**src/rtl/cell_rd_wr_sequencer_pkg.sv**
```systemverilog
// Shared constants and the RAM-port operation type for the cell position RAM sequencer.
package cell_rd_wr_sequencer_pkg;

  localparam int CELL_COUNT_ADDR     = 0;
  localparam int CELL_MEM_RD_LATENCY = 2;

  typedef enum logic [1:0] {
    MEM_NOP = 2'd0,
    MEM_RD  = 2'd1,
    MEM_WR  = 2'd2
  } mem_op_e;

endpackage

```
**src/rtl/cell_rd_wr_sequencer_if.sv**
```systemverilog
// Bus bundle between the cell sequencer, its read/write clients and the single-port position RAM.
interface cell_rd_wr_sequencer_if #(
  parameter int DATA_WIDTH = 96,
  parameter int ADDR_WIDTH = 8
) ();

  logic                  rd_start;
  logic                  rd_busy;
  logic                  rd_done;
  logic [ADDR_WIDTH-1:0] particle_count;
  logic                  out_valid;
  logic [ADDR_WIDTH-1:0] out_pid;
  logic [DATA_WIDTH-1:0] out_pos;
  logic                  wr_req;
  logic [ADDR_WIDTH-1:0] wr_addr;
  logic [DATA_WIDTH-1:0] wr_data;
  logic                  wr_ack;
  logic [ADDR_WIDTH-1:0] mem_address;
  logic [DATA_WIDTH-1:0] mem_data;
  logic                  mem_rden;
  logic                  mem_wren;
  logic [DATA_WIDTH-1:0] mem_q;

  modport master (
    input  rd_start, wr_req, wr_addr, wr_data, mem_q,
    output rd_busy, rd_done, particle_count, out_valid, out_pid, out_pos,
           wr_ack, mem_address, mem_data, mem_rden, mem_wren
  );

  modport slave (
    output rd_start, wr_req, wr_addr, wr_data, mem_q,
    input  rd_busy, rd_done, particle_count, out_valid, out_pid, out_pos,
           wr_ack, mem_address, mem_data, mem_rden, mem_wren
  );

endinterface

```
**src/rtl/cell_rd_tag_pipe.sv**
```systemverilog
// {valid,pid} shift register that tracks reads in flight through the RAM's fixed read latency.
module cell_rd_tag_pipe
  import cell_rd_wr_sequencer_pkg::*;
#(
  parameter int ADDR_WIDTH = 8,
  parameter int DEPTH      = CELL_MEM_RD_LATENCY
) (
  input  logic                  clock,
  input  logic                  rst,
  input  logic                  i_push_vld,
  input  logic [ADDR_WIDTH-1:0] i_push_pid,
  output logic                  o_vld,
  output logic [ADDR_WIDTH-1:0] o_pid
);

  logic                  r_vld [DEPTH];
  logic [ADDR_WIDTH-1:0] r_pid [DEPTH];

  always_ff @(posedge clock or posedge rst) begin
    if (rst) begin
      for (int i = 0; i < DEPTH; i++) begin
        r_vld[i] <= 1'b0;
        r_pid[i] <= '0;
      end
    end else begin
      r_vld[0] <= i_push_vld;
      r_pid[0] <= i_push_vld ? i_push_pid : '0;
      for (int i = 1; i < DEPTH; i++) begin
        r_vld[i] <= r_vld[i-1];
        r_pid[i] <= r_pid[i-1];
      end
    end
  end

  assign o_vld = r_vld[DEPTH-1];
  assign o_pid = r_pid[DEPTH-1];

endmodule

```
**src/rtl/cell_rd_wr_sequencer.sv**
```systemverilog
// Sole controller of one cell position RAM: streams a cell on rd_start, arbitrates writes.
// Optional macro CELL_SEQ_PERF_CNT_EN adds perf_cells_read / perf_wr_stall counters.
module cell_rd_wr_sequencer
  import cell_rd_wr_sequencer_pkg::*;
#(
  parameter int DATA_WIDTH   = 96,
  parameter int PARTICLE_NUM = 220,
  parameter int ADDR_WIDTH   = 8
) (
  input  logic                    clock,
  input  logic                    rst,
  cell_rd_wr_sequencer_if.master  bus
`ifdef CELL_SEQ_PERF_CNT_EN
  ,
  output logic [31:0]             perf_cells_read,
  output logic [31:0]             perf_wr_stall
`endif
);

  localparam logic [2:0] S_IDLE     = 3'd0;
  localparam logic [2:0] S_WRITE    = 3'd1;
  localparam logic [2:0] S_RD_CNT   = 3'd2;
  localparam logic [2:0] S_CNT_WAIT = 3'd3;
  localparam logic [2:0] S_STREAM   = 3'd4;
  localparam logic [2:0] S_DRAIN    = 3'd5;

  localparam logic [ADDR_WIDTH-1:0] MAX_PID  = ADDR_WIDTH'(PARTICLE_NUM - 1);
  localparam logic [ADDR_WIDTH-1:0] CNT_ADDR = ADDR_WIDTH'(CELL_COUNT_ADDR);

  function automatic logic [ADDR_WIDTH-1:0] clamp_count(input logic [ADDR_WIDTH-1:0] raw);
    return (raw > MAX_PID) ? MAX_PID : raw;
  endfunction

  logic [2:0]            r_state;
  logic                  r_cnt_wait;
  logic                  r_rd_pend;
  logic [ADDR_WIDTH-1:0] r_count;
  logic [ADDR_WIDTH-1:0] r_mem_address;
  logic [DATA_WIDTH-1:0] r_mem_data;
  logic                  r_mem_rden;
  logic                  r_mem_wren;

  logic [2:0]            w_next_state;
  mem_op_e               w_op;
  logic [ADDR_WIDTH-1:0] w_addr;
  logic [DATA_WIDTH-1:0] w_data;
  logic [ADDR_WIDTH-1:0] w_count;
  logic                  w_push_vld;
  logic                  w_tag_vld;
  logic [ADDR_WIDTH-1:0] w_tag_pid;
  logic                  w_rd_done;

  assign w_count    = clamp_count(bus.mem_q[ADDR_WIDTH-1:0]);
  assign w_push_vld = (r_state == S_STREAM);

  // A zero-length cell finishes on its first DRAIN cycle; otherwise on the return of pid N.
  assign w_rd_done = (r_state == S_DRAIN) &&
                     ((r_count == '0) || (w_tag_vld && (w_tag_pid == r_count)));

  cell_rd_tag_pipe #(
    .ADDR_WIDTH (ADDR_WIDTH)
  ) u_tag_pipe (
    .clock      (clock),
    .rst        (rst),
    .i_push_vld (w_push_vld),
    .i_push_pid (r_mem_address),
    .o_vld      (w_tag_vld),
    .o_pid      (w_tag_pid)
  );

  // State register, plus registered RAM port and count latch.
  always_ff @(posedge clock or posedge rst) begin
    if (rst) begin
      r_state       <= S_IDLE;
      r_cnt_wait    <= 1'b0;
      r_rd_pend     <= 1'b0;
      r_count       <= '0;
      r_mem_address <= '0;
      r_mem_data    <= '0;
      r_mem_rden    <= 1'b0;
      r_mem_wren    <= 1'b0;
    end else begin
      r_state    <= w_next_state;
      r_cnt_wait <= (r_state == S_CNT_WAIT) && !r_cnt_wait;
      if ((r_state == S_IDLE) && bus.rd_start && bus.wr_req)
        r_rd_pend <= 1'b1;
      else if (w_next_state == S_RD_CNT)
        r_rd_pend <= 1'b0;
      if ((r_state == S_CNT_WAIT) && r_cnt_wait)
        r_count <= w_count;
      r_mem_rden    <= (w_op == MEM_RD);
      r_mem_wren    <= (w_op == MEM_WR);
      r_mem_address <= w_addr;
      r_mem_data    <= w_data;
    end
  end

  // Next-state logic.
  always_comb begin
    w_next_state = r_state;
    case (r_state)
      S_IDLE: begin
        if (bus.wr_req)
          w_next_state = S_WRITE;
        else if (bus.rd_start || r_rd_pend)
          w_next_state = S_RD_CNT;
      end
      S_WRITE:    w_next_state = S_IDLE;
      S_RD_CNT:   w_next_state = S_CNT_WAIT;
      S_CNT_WAIT: begin
        if (r_cnt_wait)
          w_next_state = (w_count == '0) ? S_DRAIN : S_STREAM;
      end
      S_STREAM: begin
        if (r_mem_address >= r_count)
          w_next_state = S_DRAIN;
      end
      S_DRAIN: begin
        if (w_rd_done)
          w_next_state = S_IDLE;
      end
      default:    w_next_state = S_IDLE;
    endcase
  end

  // Output logic: the RAM command for the coming cycle follows the state being entered.
  always_comb begin
    w_op   = MEM_NOP;
    w_addr = '0;
    w_data = '0;
    case (w_next_state)
      S_WRITE: begin
        w_op   = MEM_WR;
        w_addr = bus.wr_addr;
        w_data = bus.wr_data;
      end
      S_RD_CNT: begin
        w_op   = MEM_RD;
        w_addr = CNT_ADDR;
      end
      S_STREAM: begin
        w_op   = MEM_RD;
        w_addr = (r_state == S_STREAM) ? r_mem_address + ADDR_WIDTH'(1) : ADDR_WIDTH'(1);
      end
      default: begin
        w_op   = MEM_NOP;
        w_addr = '0;
        w_data = '0;
      end
    endcase
  end

  assign bus.rd_busy        = (r_state != S_IDLE) && (r_state != S_WRITE);
  assign bus.rd_done        = w_rd_done;
  assign bus.wr_ack         = (r_state == S_WRITE);
  assign bus.particle_count = r_count;
  assign bus.out_valid      = w_tag_vld;
  assign bus.out_pid        = w_tag_pid;
  assign bus.out_pos        = w_tag_vld ? bus.mem_q : '0;
  assign bus.mem_address    = r_mem_address;
  assign bus.mem_data       = r_mem_data;
  assign bus.mem_rden       = r_mem_rden;
  assign bus.mem_wren       = r_mem_wren;

`ifdef CELL_SEQ_PERF_CNT_EN
  always_ff @(posedge clock or posedge rst) begin
    if (rst) begin
      perf_cells_read <= '0;
      perf_wr_stall   <= '0;
    end else begin
      if (w_rd_done)
        perf_cells_read <= perf_cells_read + 32'd1;
      if (bus.wr_req && !bus.wr_ack)
        perf_wr_stall <= perf_wr_stall + 32'd1;
    end
  end
`endif

endmodule

```
**src/flat_wrapper.sv**
```systemverilog
// flat-port wrapper written by rule: the top's interface ports become plain ports
module cell_rd_wr_sequencer_flat import cell_rd_wr_sequencer_pkg::*;
#(
  parameter int DATA_WIDTH   = 96,
  parameter int PARTICLE_NUM = 220,
  parameter int ADDR_WIDTH   = 8
)
  (clock, rst, bus_rd_start, bus_wr_req, bus_wr_addr, bus_wr_data, bus_mem_q, bus_rd_busy, bus_rd_done, bus_particle_count, bus_out_valid, bus_out_pid, bus_out_pos, bus_wr_ack, bus_mem_address, bus_mem_data, bus_mem_rden, bus_mem_wren);
  cell_rd_wr_sequencer_if #(.DATA_WIDTH(DATA_WIDTH), .ADDR_WIDTH(ADDR_WIDTH)) bus_i ();
  input  logic clock;
  input  logic rst;
  input wire logic [$bits(bus_i.rd_start)-1:0] bus_rd_start;
  input wire logic [$bits(bus_i.wr_req)-1:0] bus_wr_req;
  input wire logic [$bits(bus_i.wr_addr)-1:0] bus_wr_addr;
  input wire logic [$bits(bus_i.wr_data)-1:0] bus_wr_data;
  input wire logic [$bits(bus_i.mem_q)-1:0] bus_mem_q;
  output wire logic [$bits(bus_i.rd_busy)-1:0] bus_rd_busy;
  output wire logic [$bits(bus_i.rd_done)-1:0] bus_rd_done;
  output wire logic [$bits(bus_i.particle_count)-1:0] bus_particle_count;
  output wire logic [$bits(bus_i.out_valid)-1:0] bus_out_valid;
  output wire logic [$bits(bus_i.out_pid)-1:0] bus_out_pid;
  output wire logic [$bits(bus_i.out_pos)-1:0] bus_out_pos;
  output wire logic [$bits(bus_i.wr_ack)-1:0] bus_wr_ack;
  output wire logic [$bits(bus_i.mem_address)-1:0] bus_mem_address;
  output wire logic [$bits(bus_i.mem_data)-1:0] bus_mem_data;
  output wire logic [$bits(bus_i.mem_rden)-1:0] bus_mem_rden;
  output wire logic [$bits(bus_i.mem_wren)-1:0] bus_mem_wren;
  assign bus_i.rd_start = bus_rd_start;
  assign bus_i.wr_req = bus_wr_req;
  assign bus_i.wr_addr = bus_wr_addr;
  assign bus_i.wr_data = bus_wr_data;
  assign bus_i.mem_q = bus_mem_q;
  assign bus_rd_busy = bus_i.rd_busy;
  assign bus_rd_done = bus_i.rd_done;
  assign bus_particle_count = bus_i.particle_count;
  assign bus_out_valid = bus_i.out_valid;
  assign bus_out_pid = bus_i.out_pid;
  assign bus_out_pos = bus_i.out_pos;
  assign bus_wr_ack = bus_i.wr_ack;
  assign bus_mem_address = bus_i.mem_address;
  assign bus_mem_data = bus_i.mem_data;
  assign bus_mem_rden = bus_i.mem_rden;
  assign bus_mem_wren = bus_i.mem_wren;
  cell_rd_wr_sequencer #(.DATA_WIDTH(DATA_WIDTH), .PARTICLE_NUM(PARTICLE_NUM), .ADDR_WIDTH(ADDR_WIDTH)) u_core (.clock(clock), .rst(rst), .bus(bus_i));
endmodule
```
**config.mk**
```make
export PLATFORM = sky130hd
export DESIGN_NAME = cell_rd_wr_sequencer_flat
export DESIGN_NICKNAME = d
export VERILOG_FILES = /design/src/rtl/cell_rd_wr_sequencer_pkg.sv /design/src/rtl/cell_rd_wr_sequencer_if.sv /design/src/rtl/cell_rd_tag_pipe.sv /design/src/rtl/cell_rd_wr_sequencer.sv /design/src/flat_wrapper.sv
export SDC_FILE = /design/constraint.sdc
export NUM_CORES = 1
export LEC_CHECK = 0
export CAP_MARGIN = 25
export CORE_AREA = 2 2 167 169
export CTS_CLUSTER_DIAMETER = 50
export CTS_CLUSTER_SIZE = 24
export DETAILED_ROUTE_END_ITERATION = 6
export DIE_AREA = 0 0 169 171
export GPL_TIMING_DRIVEN = 0
export SLEW_MARGIN = 5
export SYNTH_ARGS = -nofsm -noshare
export SYNTH_HDL_FRONTEND = slang
export SYNTH_SLANG_ARGS = --single-unit
```
**constraint.sdc**
```tcl
create_clock -name clock -period 4.05 [get_ports clock]
set_input_delay 0.6075 -clock clock [delete_from_list [all_inputs] [get_ports clock]]
set_output_delay 0.6075 -clock clock [all_outputs]
set_load 0.005 [all_outputs]
```
==> impl_metrics.xml <==
<?xml version="1.0" encoding="UTF-8"?>
<metrics>
  <group name="final_layout">
    <metric name="num-fill-cells" unit="">2668</metric>
    <metric name="syn2layout_area_growth" unit="%">95.7</metric>
    <metric name="area.sequential" unit="um^2">3430</metric>
    <metric name="multiInputGateArea" unit="um^2">1970</metric>
    <metric name="drive_above_1_share" unit="%">5.76</metric>
    <metric name="final_nets" unit="">1155</metric>
  </group>
  <group name="detailed_routing">
    <metric name="via_per_inst" unit="">3.98</metric>
    <metric name="dr.first_iter.drc_count" unit="">173</metric>
    <metric name="vias" unit="">5181</metric>
    <metric name="totalWireLength" unit="um">24000</metric>
    <metric name="drt_drc_violations_left" unit="">0</metric>
    <metric name="detail-route-antenna-nets" unit="">0</metric>
    <metric name="first_pass_iters" unit="">4</metric>
    <metric name="drt-wirelength-per-cell" unit="um">18.5</metric>
  </group>
  <group name="cts">
    <metric name="insertion_delay" unit="ns">0.42</metric>
    <metric name="cts.sink_count" unit="">137</metric>
    <metric name="cts_tree" unit="">built</metric>
    <metric name="cts-hold-fix-buffers" unit="">0</metric>
    <metric name="worst_setup_hold_path_clk_slew" unit="ns">0.06</metric>
    <metric name="clockBufferDepth" unit="">2</metric>
    <metric name="cts_root_buf" unit="">sky130_fd_sc_hd__clkbuf_16</metric>
    <metric name="cts-htree-levels" unit="">4</metric>
    <metric name="post_cts_resize_count" unit="">0</metric>
    <metric name="postCtsSetupRepairBufs" unit="">0</metric>
    <metric name="cts_buffers" unit="">17</metric>
  </group>
  <group name="floorplanning">
    <metric name="initial_core_util" unit="%">20.6</metric>
    <metric name="boundaryPins" unit="">426</metric>
    <metric name="floorplan.die.width" unit="um">169</metric>
    <metric name="design.die.area" unit="um^2">28900</metric>
    <metric name="floorplan.rows" unit="">61</metric>
    <metric name="core_area" unit="um^2">27300</metric>
    <metric name="die_height" unit="um">171</metric>
  </group>
  <group name="timing">
    <metric name="max-slew-margin-rel" unit="%">59.2</metric>
    <metric name="max_clock_freq" unit="GHz">0.317</metric>
    <metric name="fin_tns_setup" unit="ns">0</metric>
    <metric name="worst_clock_skew" unit="ns">0.00631</metric>
    <metric name="setup_repair_after_global_routing_missed_its_margin" unit="">false</metric>
    <metric name="report.final.slew_viol_count" unit="">0</metric>
    <metric name="timing.final.crit_period" unit="ns">3.16</metric>
    <metric name="post-route-period-util" unit="%">77.9</metric>
    <metric name="worstMarginPinSlew" unit="ns">0.608</metric>
    <metric name="timing_hold_violations_final" unit="">0</metric>
    <metric name="setup-violations-final" unit="">0</metric>
  </group>
  <group name="setup_path">
    <metric name="setup.worst_path.end_class" unit="">output port</metric>
    <metric name="critPathMaxFanout" unit="">5</metric>
    <metric name="endpoint_required_time_on_the_critical_path" unit="ns">3.44</metric>
    <metric name="cp.arrival" unit="ns">2.55</metric>
    <metric name="critPathKind" unit="">reg -&gt; out</metric>
    <metric name="timing.critical_path.from_type" unit="">register</metric>
  </group>
  <group name="run_status">
    <metric name="status" unit="">finished clean</metric>
  </group>
  <group name="global_routing">
    <metric name="grt_usage" unit="%">16.3</metric>
    <metric name="antenna_found_initial" unit="">2</metric>
    <metric name="grt_pass1_wl" unit="um">34400</metric>
    <metric name="vias_in_the_first_global_route" unit="">5400</metric>
    <metric name="grt_start_max_net_pins" unit="">42</metric>
    <metric name="globalRoute.totalOverflow" unit="">0</metric>
  </group>
  <group name="placed_design">
    <metric name="routability_cong" unit="">0.780</metric>
    <metric name="io_buffer_count" unit="">425</metric>
    <metric name="dp.final_hpwl" unit="um">19600</metric>
  </group>
  <group name="yosys">
    <metric name="seq_area_frac_synth" unit="%">60.8</metric>
    <metric name="mappedNetlistNets" unit="">707</metric>
    <metric name="post_synth.cell_area_avg" unit="um^2">11.4</metric>
    <metric name="synthesis_stage_register_bit_count" unit="">137</metric>
    <metric name="synth_cell_type_count" unit="">35</metric>
    <metric name="post_synthesis_instance_area" unit="um^2">5640</metric>
    <metric name="yosys_warnings" unit="">0</metric>
    <metric name="postSynthCellCount" unit="">494</metric>
  </group>
  <group name="power">
    <metric name="power_per_cell_area" unit="nW/um^2">468</metric>
    <metric name="finalPower" unit="mW">5.17</metric>
    <metric name="total_leakage_power" unit="nW">4.74</metric>
    <metric name="worst_ir_drop_vdd" unit="uV">272</metric>
  </group>
  <group name="run">
    <metric name="drv_cap" unit="">0</metric>
  </group>
  <group name="hold_path">
    <metric name="worst_hold_path_type" unit="">reg -&gt; reg</metric>
  </group>
</metrics>
## flip-flops by register name, summed over array words and instances (netlist names), 3 cells and up
| name | flops |
|---|---|
| u_core.bus.mem_address | 8 |
| u_core.r_state | 3 |
| u_core.bus.mem_data | 96 |
| u_core.bus.particle_count | 8 |
| u_core.u_tag_pipe.r_pid | 8 |
| u_core.u_tag_pipe.o_pid | 8 |
## cell usage after synthesis (all sizes together)
library cell  instances  area share (%)
or2                   2            0.22
xor2                  4            0.62
and3                  2            0.22
nand4                 2            0.22
nor4b                 1            0.16
a21oi                 7            0.62
nor2                  8            0.53
nor4                  5            0.55
xnor2                10             1.6
o31ai                 1            0.13
nor3b                 1            0.33
or4                   1            0.13
nand2                19             1.3
buf                  15             2.4
a31oi                 3            0.33
nand2b                2            0.22
o21ai                16             1.4
clkbuf               17             1.2
nor2b                 2            0.22
or3                   1            0.11
nand3b                1            0.13
a211oi                1            0.13
dfrtp               137              61
mux2                  2            0.40
a21boi                1            0.13
nand3                 6            0.53
nor3                  7            0.62
ha                    9             2.0
and2                200              22
inv                  11            0.73
## power breakdown
group          switching [mW]  internal (mW)  leakage, nW
clock network           0.618           1.04        0.299
logic                   0.684           1.03         2.59
registers               0.175           1.62         1.86
total                    1.48           3.69         4.74
## layout make-up
cell class | count | area share (%)
plain buffers | 32 | 1.79
inverters | 11 | 0.408
clock inverters | 13 | 1.75
repair buffers | 429 | 39.3
clock buffers | 19 | 3.92
diodes | 1 | 0.0227
well taps | 346 | 3.92
flip-flops and latches | 137 | 31.1
multi-input cells | 314 | 17.9
## worst max-delay path: stages (launching register included)
cell	delay, ns
sky130_fd_sc_hd__dfrtp_1	0.46
sky130_fd_sc_hd__xnor2_1	0.25
sky130_fd_sc_hd__nand4_1	0.15
sky130_fd_sc_hd__or3_1	0.38
sky130_fd_sc_hd__a21oi_1	0.18
sky130_fd_sc_hd__nor2b_1	0.15
sky130_fd_sc_hd__clkdlybuf4s50_1	0.57
## cell families (layout without fill, tap and decap cells)
kind of cell / count (synthesis) / count (layout) / synth area share, %
xor+xnor: 14 / 14 / 2.17
fa+ha+maj: 9 / 9 / 2.00
compound gates: 29 / 29 / 2.77
mux: 2 / 2 / 0.399
other cells: 0 / 1 / 0
flops: 137 / 137 / 60.8
buf+inv: 43 / 504 / 4.24
simple gates: 260 / 260 / 27.7
## placed cells by master, fill, tap and decap left out, types with 5 or more instances in the layout
master and count:
sky130_fd_sc_hd__and2_1 200, sky130_fd_sc_hd__nor3_1 7, sky130_fd_sc_hd__xnor2_1 10, sky130_fd_sc_hd__clkbuf_1 18, sky130_fd_sc_hd__a21oi_1 7, sky130_fd_sc_hd__buf_4 8, sky130_fd_sc_hd__nor2_1 8, sky130_fd_sc_hd__nor4_1 5
sky130_fd_sc_hd__o21ai_0 14, sky130_fd_sc_hd__clkdlybuf4s50_1 425, sky130_fd_sc_hd__dfrtp_1 137, sky130_fd_sc_hd__clkbuf_16 17, sky130_fd_sc_hd__nand3_1 6, sky130_fd_sc_hd__ha_1 9, sky130_fd_sc_hd__nand2_1 19, sky130_fd_sc_hd__inv_1 10
sky130_fd_sc_hd__buf_6 6
## metrics by stage
step                      util (%)  instance area, um^2  setup WS [ns]  std cells  hold slack, ns
after global routing          40.4                11000          0.793       1301           0.346
after floorplan                  -                 5650           1.74        494           0.331
after detailed placement      38.1                10400           1.29       1269           0.335
final                         40.4                11000          0.895       1302           0.344
after CTS                     40.4                11000          0.827       1301           0.345
after global placement        37.8                10300          0.405       1265           0.332
## layer usage
metal	GRT usage [%]	routed length, um
met5	0	12
met4	4.98	436
met3	6.69	2310
met2	30.4	12700
met1	16.8	8550
## final timing paths
kind | slack (ns) | cells after the start | start | endpoint
min in group asynchronous | 0.52 | 2 | rst | u_core.bus.mem_data[19]
setup reg to reg | 1.87 | 7 | u_core.bus.particle_count[6] | u_core.r_state[0]
hold / removal | 0.34 | 0 | u_core.u_tag_pipe.r_pid[12] | u_core.u_tag_pipe.o_pid[4]
hold reg to reg | 0.34 | 0 | u_core.u_tag_pipe.r_pid[12] | u_core.u_tag_pipe.o_pid[4]
max in group asynchronous | 2.58 | 5 | rst | u_core.bus.particle_count[4]
setup / recovery | 0.89 | 6 | u_core.bus.particle_count[0] | bus_rd_done
No activity file was read; power rests on OpenSTA's default activity.
